===== src/rtl/nanotube_axis_pkg.sv =====
// Shared AXI-Stream widths, beat layout and arbiter state encoding for the
// Nanotube ingress path.
package nanotube_axis_pkg;

    localparam int AXIS_DATA_W = 512;
    localparam int AXIS_USER_W = 48;
    localparam int AXIS_KEEP_W = AXIS_DATA_W / 8;

    typedef struct packed {
        logic [AXIS_DATA_W-1:0] tdata;
        logic [AXIS_KEEP_W-1:0] tkeep;
        logic [AXIS_USER_W-1:0] tuser;
        logic                   tlast;
    } axis_beat_t;

    typedef enum logic {
        ARB_IDLE = 1'b0,
        ARB_BUSY = 1'b1
    } arb_state_t;

    // Round-robin pick between two requesters; only meaningful when at least
    // one of them is valid. The source that did not go last wins if it asks.
    function automatic logic rr_pick(input logic last_grant,
                                     input logic v0,
                                     input logic v1);
        logic other_valid;
        other_valid = last_grant ? v0 : v1;
        return other_valid ? ~last_grant : last_grant;
    endfunction

endpackage


===== src/rtl/axis_skid_buf.sv =====
// Two-entry registered skid buffer: output is always driven from the head
// register, so downstream sees a fully registered AXI-Stream interface.
module axis_skid_buf
    import nanotube_axis_pkg::*;
#(
    parameter int W = AXIS_DATA_W + AXIS_KEEP_W + AXIS_USER_W + 1
) (
    input  logic         clk_i,
    input  logic         rst_ni,
    input  logic [W-1:0] in_data_i,
    input  logic         in_valid_i,
    output logic         in_ready_o,
    output logic [W-1:0] out_data_o,
    output logic         out_valid_o,
    input  logic         out_ready_i
);

    logic [1:0]   count_q, count_d;
    logic [W-1:0] head_q, head_d;
    logic [W-1:0] tail_q, tail_d;
    logic         push, pop;

    assign in_ready_o  = (count_q != 2'd2);
    assign out_valid_o = (count_q != 2'd0);
    assign out_data_o  = head_q;

    assign push = in_valid_i & in_ready_o;
    assign pop  = out_valid_o & out_ready_i;

    always_comb begin
        count_d = count_q;
        head_d  = head_q;
        tail_d  = tail_q;
        case ({push, pop})
            2'b10: begin
                if (count_q == 2'd0) begin
                    head_d = in_data_i;
                end else begin
                    tail_d = in_data_i;
                end
                count_d = count_q + 2'd1;
            end
            2'b01: begin
                head_d  = tail_q;
                count_d = count_q - 2'd1;
            end
            2'b11: begin
                // Occupancy is unchanged; the new beat lands wherever the
                // departing head leaves a gap.
                if (count_q == 2'd1) begin
                    head_d = in_data_i;
                end else begin
                    head_d = tail_q;
                    tail_d = in_data_i;
                end
            end
            default: ;
        endcase
    end

    always_ff @(posedge clk_i) begin
        if (!rst_ni) begin
            count_q <= 2'd0;
            head_q  <= '0;
        end else begin
            count_q <= count_d;
            head_q  <= head_d;
        end
    end

    always_ff @(posedge clk_i) begin
        tail_q <= tail_d;
    end

endmodule


===== src/rtl/axis_pkt_rr_arbiter.sv =====
// Packet-granular round-robin arbiter merging two AXI-Stream sources onto
// Nanotube pipeline port0 through a registered skid buffer.
module axis_pkt_rr_arbiter
    import nanotube_axis_pkg::*;
#(
    parameter int DATA_W = AXIS_DATA_W,
    parameter int USER_W = AXIS_USER_W,
    parameter int CNT_W  = 32
) (
    input  logic                  ap_clk,
    input  logic                  ap_rst_n,
    input  logic [DATA_W-1:0]     s0_tdata,
    input  logic [DATA_W/8-1:0]   s0_tkeep,
    input  logic [USER_W-1:0]     s0_tuser,
    input  logic                  s0_tlast,
    input  logic                  s0_tvalid,
    output logic                  s0_tready,
    input  logic [DATA_W-1:0]     s1_tdata,
    input  logic [DATA_W/8-1:0]   s1_tkeep,
    input  logic [USER_W-1:0]     s1_tuser,
    input  logic                  s1_tlast,
    input  logic                  s1_tvalid,
    output logic                  s1_tready,
    output logic [DATA_W-1:0]     m_tdata,
    output logic [DATA_W/8-1:0]   m_tkeep,
    output logic [USER_W-1:0]     m_tuser,
    output logic                  m_tlast,
    output logic                  m_tvalid,
    input  logic                  m_tready,
    output logic                  grant,
    output logic                  busy,
    output logic [CNT_W-1:0]      pkt_cnt0,
    output logic [CNT_W-1:0]      pkt_cnt1
);

    localparam int KEEP_W = DATA_W / 8;
    localparam int BEAT_W = DATA_W + KEEP_W + USER_W + 1;
    localparam logic [CNT_W-1:0] CNT_ONE = {{(CNT_W-1){1'b0}}, 1'b1};

    arb_state_t         state_q;
    logic               grant_q;
    logic [CNT_W-1:0]   cnt0_q, cnt1_q;

    logic               skid_ready;
    logic               sel_valid, sel_last, accept, locked;
    logic [BEAT_W-1:0]  sel_beat, head_beat;

    assign locked    = (state_q == ARB_BUSY);
    assign sel_valid = grant_q ? s1_tvalid : s0_tvalid;
    assign sel_last  = grant_q ? s1_tlast  : s0_tlast;
    assign sel_beat  = grant_q ? {s1_tdata, s1_tkeep, s1_tuser, s1_tlast}
                               : {s0_tdata, s0_tkeep, s0_tuser, s0_tlast};
    assign accept    = locked & sel_valid & skid_ready;

    // Only the locked source ever sees ready; the IDLE decision cycle is a bubble.
    assign s0_tready = locked & ~grant_q & skid_ready;
    assign s1_tready = locked &  grant_q & skid_ready;

    always_ff @(posedge ap_clk) begin
        if (!ap_rst_n) begin
            state_q <= ARB_IDLE;
            grant_q <= 1'b1;
            cnt0_q  <= '0;
            cnt1_q  <= '0;
        end else begin
            case (state_q)
                ARB_IDLE: begin
                    if (s0_tvalid | s1_tvalid) begin
                        state_q <= ARB_BUSY;
                        grant_q <= rr_pick(grant_q, s0_tvalid, s1_tvalid);
                    end
                end
                ARB_BUSY: begin
                    if (accept && sel_last) begin
                        state_q <= ARB_IDLE;
                        if (grant_q) begin
                            cnt1_q <= cnt1_q + CNT_ONE;
                        end else begin
                            cnt0_q <= cnt0_q + CNT_ONE;
                        end
                    end
                end
            endcase
        end
    end

    axis_skid_buf #(
        .W (BEAT_W)
    ) u_skid (
        .clk_i       (ap_clk),
        .rst_ni      (ap_rst_n),
        .in_data_i   (sel_beat),
        .in_valid_i  (locked & sel_valid),
        .in_ready_o  (skid_ready),
        .out_data_o  (head_beat),
        .out_valid_o (m_tvalid),
        .out_ready_i (m_tready)
    );

    assign {m_tdata, m_tkeep, m_tuser, m_tlast} = head_beat;

    assign grant    = grant_q;
    assign busy     = locked;
    assign pkt_cnt0 = cnt0_q;
    assign pkt_cnt1 = cnt1_q;

endmodule


===== config.mk =====
export PLATFORM = sky130hd
export DESIGN_NAME = axis_pkt_rr_arbiter
export DESIGN_NICKNAME = d
export VERILOG_FILES = /design/src/rtl/nanotube_axis_pkg.sv /design/src/rtl/axis_skid_buf.sv /design/src/rtl/axis_pkt_rr_arbiter.sv
export SDC_FILE = /design/constraint.sdc
export NUM_CORES = 2
export LEC_CHECK = 0
export CORE_AREA = 3 3 751 753
export DETAILED_ROUTE_END_ITERATION = 10
export DIE_AREA = 0 0 754 756
export RECOVER_POWER = 100
export SYNTH_ARGS = -nofsm -noshare
export SYNTH_HDL_FRONTEND = slang
export SYNTH_HIERARCHICAL = 1
export SYNTH_SLANG_ARGS = --single-unit
export TNS_END_PERCENT = 100

===== constraint.sdc =====
create_clock -name ap_clk -period 120.7 [get_ports ap_clk]
set_input_delay 36.21 -clock ap_clk [delete_from_list [all_inputs] [get_ports ap_clk]]
set_output_delay 36.21 -clock ap_clk [all_outputs]
set_load 0.005 [all_outputs]

==> flow_summary.yaml <==
run_status:
  status: "complete, but fails checks"
  failed_checks: "capacitance limit, slew limit"
layout:
  finalNetCount: 8233
  multi_input_area_mm2: 0.0255
  ff_latch_area_mm2: 0.0326
  fill_cells: 61710
  area_growth_pct: 54.2
  layout-drive-gt1-share_pct: 10.6
logic_synthesis:
  synth_cell_types: 46
  synth_seq_area_share_pct: 53.3
  synthesis.instances: 5459
  netlist_top_cells_area: "edfxtp_1 31%, dfxtp_1 23%, mux2_2 11%"
  synth_largest_area_cell: "edfxtp_1"
  synth_edf_count: 625
  syn_nets: 6725
  yosys.area.top_type_share_pct: 30.7
  yosys_warnings: 6
  async_flop_share_pct: 0
  syn_area_mm2: 0.0612
  syn_avg_cell_area_um2: 11.2
  synth_seq_cells: 1318
  ys.flop_type: "dfxtp_1"
power_and_ir_drop:
  clockPowerShare_pct: 31.3
  netSwitchingPower_w: 0.000564
  p_sw_share_pct: 35.2
  ir_worst_vdd_uv: 11.8
  leakage_nw: 31.4
  seqPwrFrac_pct: 38.7
  intPower_w: 0.00104
  power_density_mw_per_mm2: 17.0
  power.total_w: 0.00161
  power_frac_comb_pct: 30.0
detailed_routing:
  drt_iter0_drc: 6495
  wl_per_cell_um: 32.0
  drc: 0
  routed_wl_mm: 482
  via_per_inst: 4.00
  ant_nets: 0
  dr.pass1.iters: 6
  routed-via-count: 60148
sta:
  relSlewSlack_pct: -457
  slew_viol_final: 1649
  final_hold_viol_count: 0
  setup_tns_ns: 0
  worstMarginPinSlew_ns: 8.36
  rsz0062_at_grt: "false"
  fmax_mhz: 18.9
  fin_skew_ns: 0.0644
  min_period_ns: 52.89
  finalCritPeriodShare_pct: 43.8
  finalSetupViolCount: 0
placed_design:
  io_buffers: 1948
  dp_hpwl_mm: 383
  routabilityCongestion: 1.07
floorplanning:
  fp.dieH_um: 756
  start_util_pct: 11.0
  io_pins: 1949
  die_w_um: 754
  core_area_mm2: 0.557
  die-area_mm2: 0.570
  placementRows: 274
grt:
  antenna_found_initial: 562
  grt_pass1_vias: 56284
  overflow: 0
  grt_max_degree: 158
  grt.total_usage_pct: 15.9
  grt_pass1_wl_mm: 604
critical_path:
  path_max_fanout: 155
  r2r_end: "u_skid/out_data_o[428]"
  crit_chain: "dlygate4sd3_1 > mux2i_1 > nor2_1 > nand2b_1 > o21ai_0 > clkbuf_1 > clkbuf_1 > clkbuf_1 > clkbuf_1 > clkbuf_1 > a31oi_1"
  critPathCaptureType: "register"
  crit_path_max_incr_delay_ns: 5.99
  cp_common_cell: "clkbuf_1"
  crit_required_ns: 121.03
  rrSetupSlack_ns: 102.18
  start_kind: "input port"
  reg2reg_depth: 10
  arrival_ns: 53.22
  crit_type: "in -> reg"
  r2r-start: "grant"
  cp_slowest_cell: "clkbuf_1"
cts:
  postCtsHoldBufs: 0
  cts_sinks: 1318
  cts_resized: 0
  cts_tree: "done"
  clkTransAtPathRegs_ns: 0.06
  postCtsSetupBuffers: 0
  cts-buffers-inserted: 163
  htree_levels: 4
  worstSkewPairLatency_ns: 0.89
  root_buffer: "clkbuf_16"
  clock_path_buffers: 4
min_path:
  worstHoldStart: "pkt_cnt0[31]"
  hold_path_depth: 2
  hold_end: "pkt_cnt0[31]"
  hp-class: "reg -> reg"
job:
  maxCapViolCount: 32
[per-stage QoR]
stage / std cells / area (µm²) / utilization, % / hold slack [ns] / setup WS, ns
after floorplan: 5459 / 61200 / - / 0.462 / 51.66
after global placement: 14254 / 88000 / 15.8 / 0.464 / 77.81
after detailed placement: 14254 / 88000 / 15.8 / 0.471 / 77.85
after CTS: 14554 / 93300 / 16.7 / 0.482 / 78.82
after global routing: 14715 / 93500 / 16.8 / 0.503 / 67.33
final: 15045 / 94400 / 16.9 / 0.474 / 67.81
[critical path, delay by kind of cell]
family | cells | cell delay (ns)
buffers and inverters | 6 | 14.95
AOI/OAI and AO/OA | 2 | 0.76
and+or+nand+nor | 2 | 0.58
muxes | 1 | 0.12
[power groups by stage]
stage / combinational [W] / sequential, W / clock (W)
6_report: 0.000482 / 0.000620 / 0.000503
3_3_place_gp: 0.000503 / 0.000626 / 0
2_1_floorplan: 0.000210 / 0.000655 / 0
3_5_place_dp: 0.000504 / 0.000626 / 0
5_1_grt: 0.000509 / 0.000627 / 0.000529
4_1_cts: 0.000506 / 0.000619 / 0.000514
[cell usage in the layout, fill, tap and decap left out, types with 167 or more instances in the layout]
cell             count
mux2_1             205
clkbuf_16          167
a31oi_1            626
mux2_2             419
dfxtp_1            693
o21ai_0            631
dlygate4sd3_1     1109
diode_2            491
o31ai_1            626
edfxtp_1           625
clkdlybuf4s50_1    833
o211ai_1           625
[flip-flops by register name, indices dropped and copies added, names as in the netlist]
register / flops
u_skid/out_data_o: 625
busy: 1
u_skid/count_q: 2
pkt_cnt1: 32
u_skid/tail_q: 625
pkt_cnt0: 32
grant: 1
[worst max-delay path by stage]
stage,startpoint,end,slack (ns),depth (start not counted)
after floorplan,m_tready,u_skid/tail_q[0],51.66,10
after global placement,m_tready,u_skid/tail_q[203],77.81,13
after detailed placement,m_tready,u_skid/tail_q[203],77.85,13
after CTS,m_tready,u_skid/tail_q[195],78.82,13
after global routing,s0_tvalid,u_skid/out_data_o[196],67.33,11
final,s0_tvalid,u_skid/out_data_o[428],67.81,11
[cell usage after synthesis (19+ instances only)]
cell and n:
nand4_1 19, a31oi_1 626, xnor2_1 36, and2_1 58, nand2_1 30, dfxtp_1 693
buf_4 31, mux2_2 624, xor2_1 20, buf_1 21, o211ai_1 625, nand3_1 25
o31ai_1 626, clkbuf_1 518, o21ai_0 630, edfxtp_1 625, buf_2 131
[cell families (layout without fill, tap and decap cells)]
| kind of cell | Yosys count | in the layout | share of synthesized area [%] |
|---|---|---|---|
| buf+inv | 723 | 2366 | 5.01 |
| other cells | 0 | 491 | 0 |
| flops | 1318 | 1318 | 53.3 |
| simple gates | 205 | 205 | 2.04 |
| compound gates | 2514 | 2514 | 27.0 |
| mux | 632 | 632 | 11.6 |
| xor+xnor | 56 | 56 | 0.801 |
| fa+ha+maj | 11 | 11 | 0.225 |
[final cells by class]
cell class,instances,area share (%)
clock inverters,70,0.703
flip-flops and latches,1318,34.6
clock buffers,230,4.90
diodes,491,1.30
multi-input cells,3418,27.1
repair buffers,2053,21.5
inverters,13,0.0796
well taps,7452,9.88
[metal layers]
metal	up-vias	GRT usage, %	share of wire (%)
met2	3755	21.7	39
met5	-	0	0.51
met3	1256	13.2	19
met1	29358	17.2	36
met4	388	8.08	5.6
li1	25391	-	-
No activity file was read; power rests on OpenSTA's default activity.
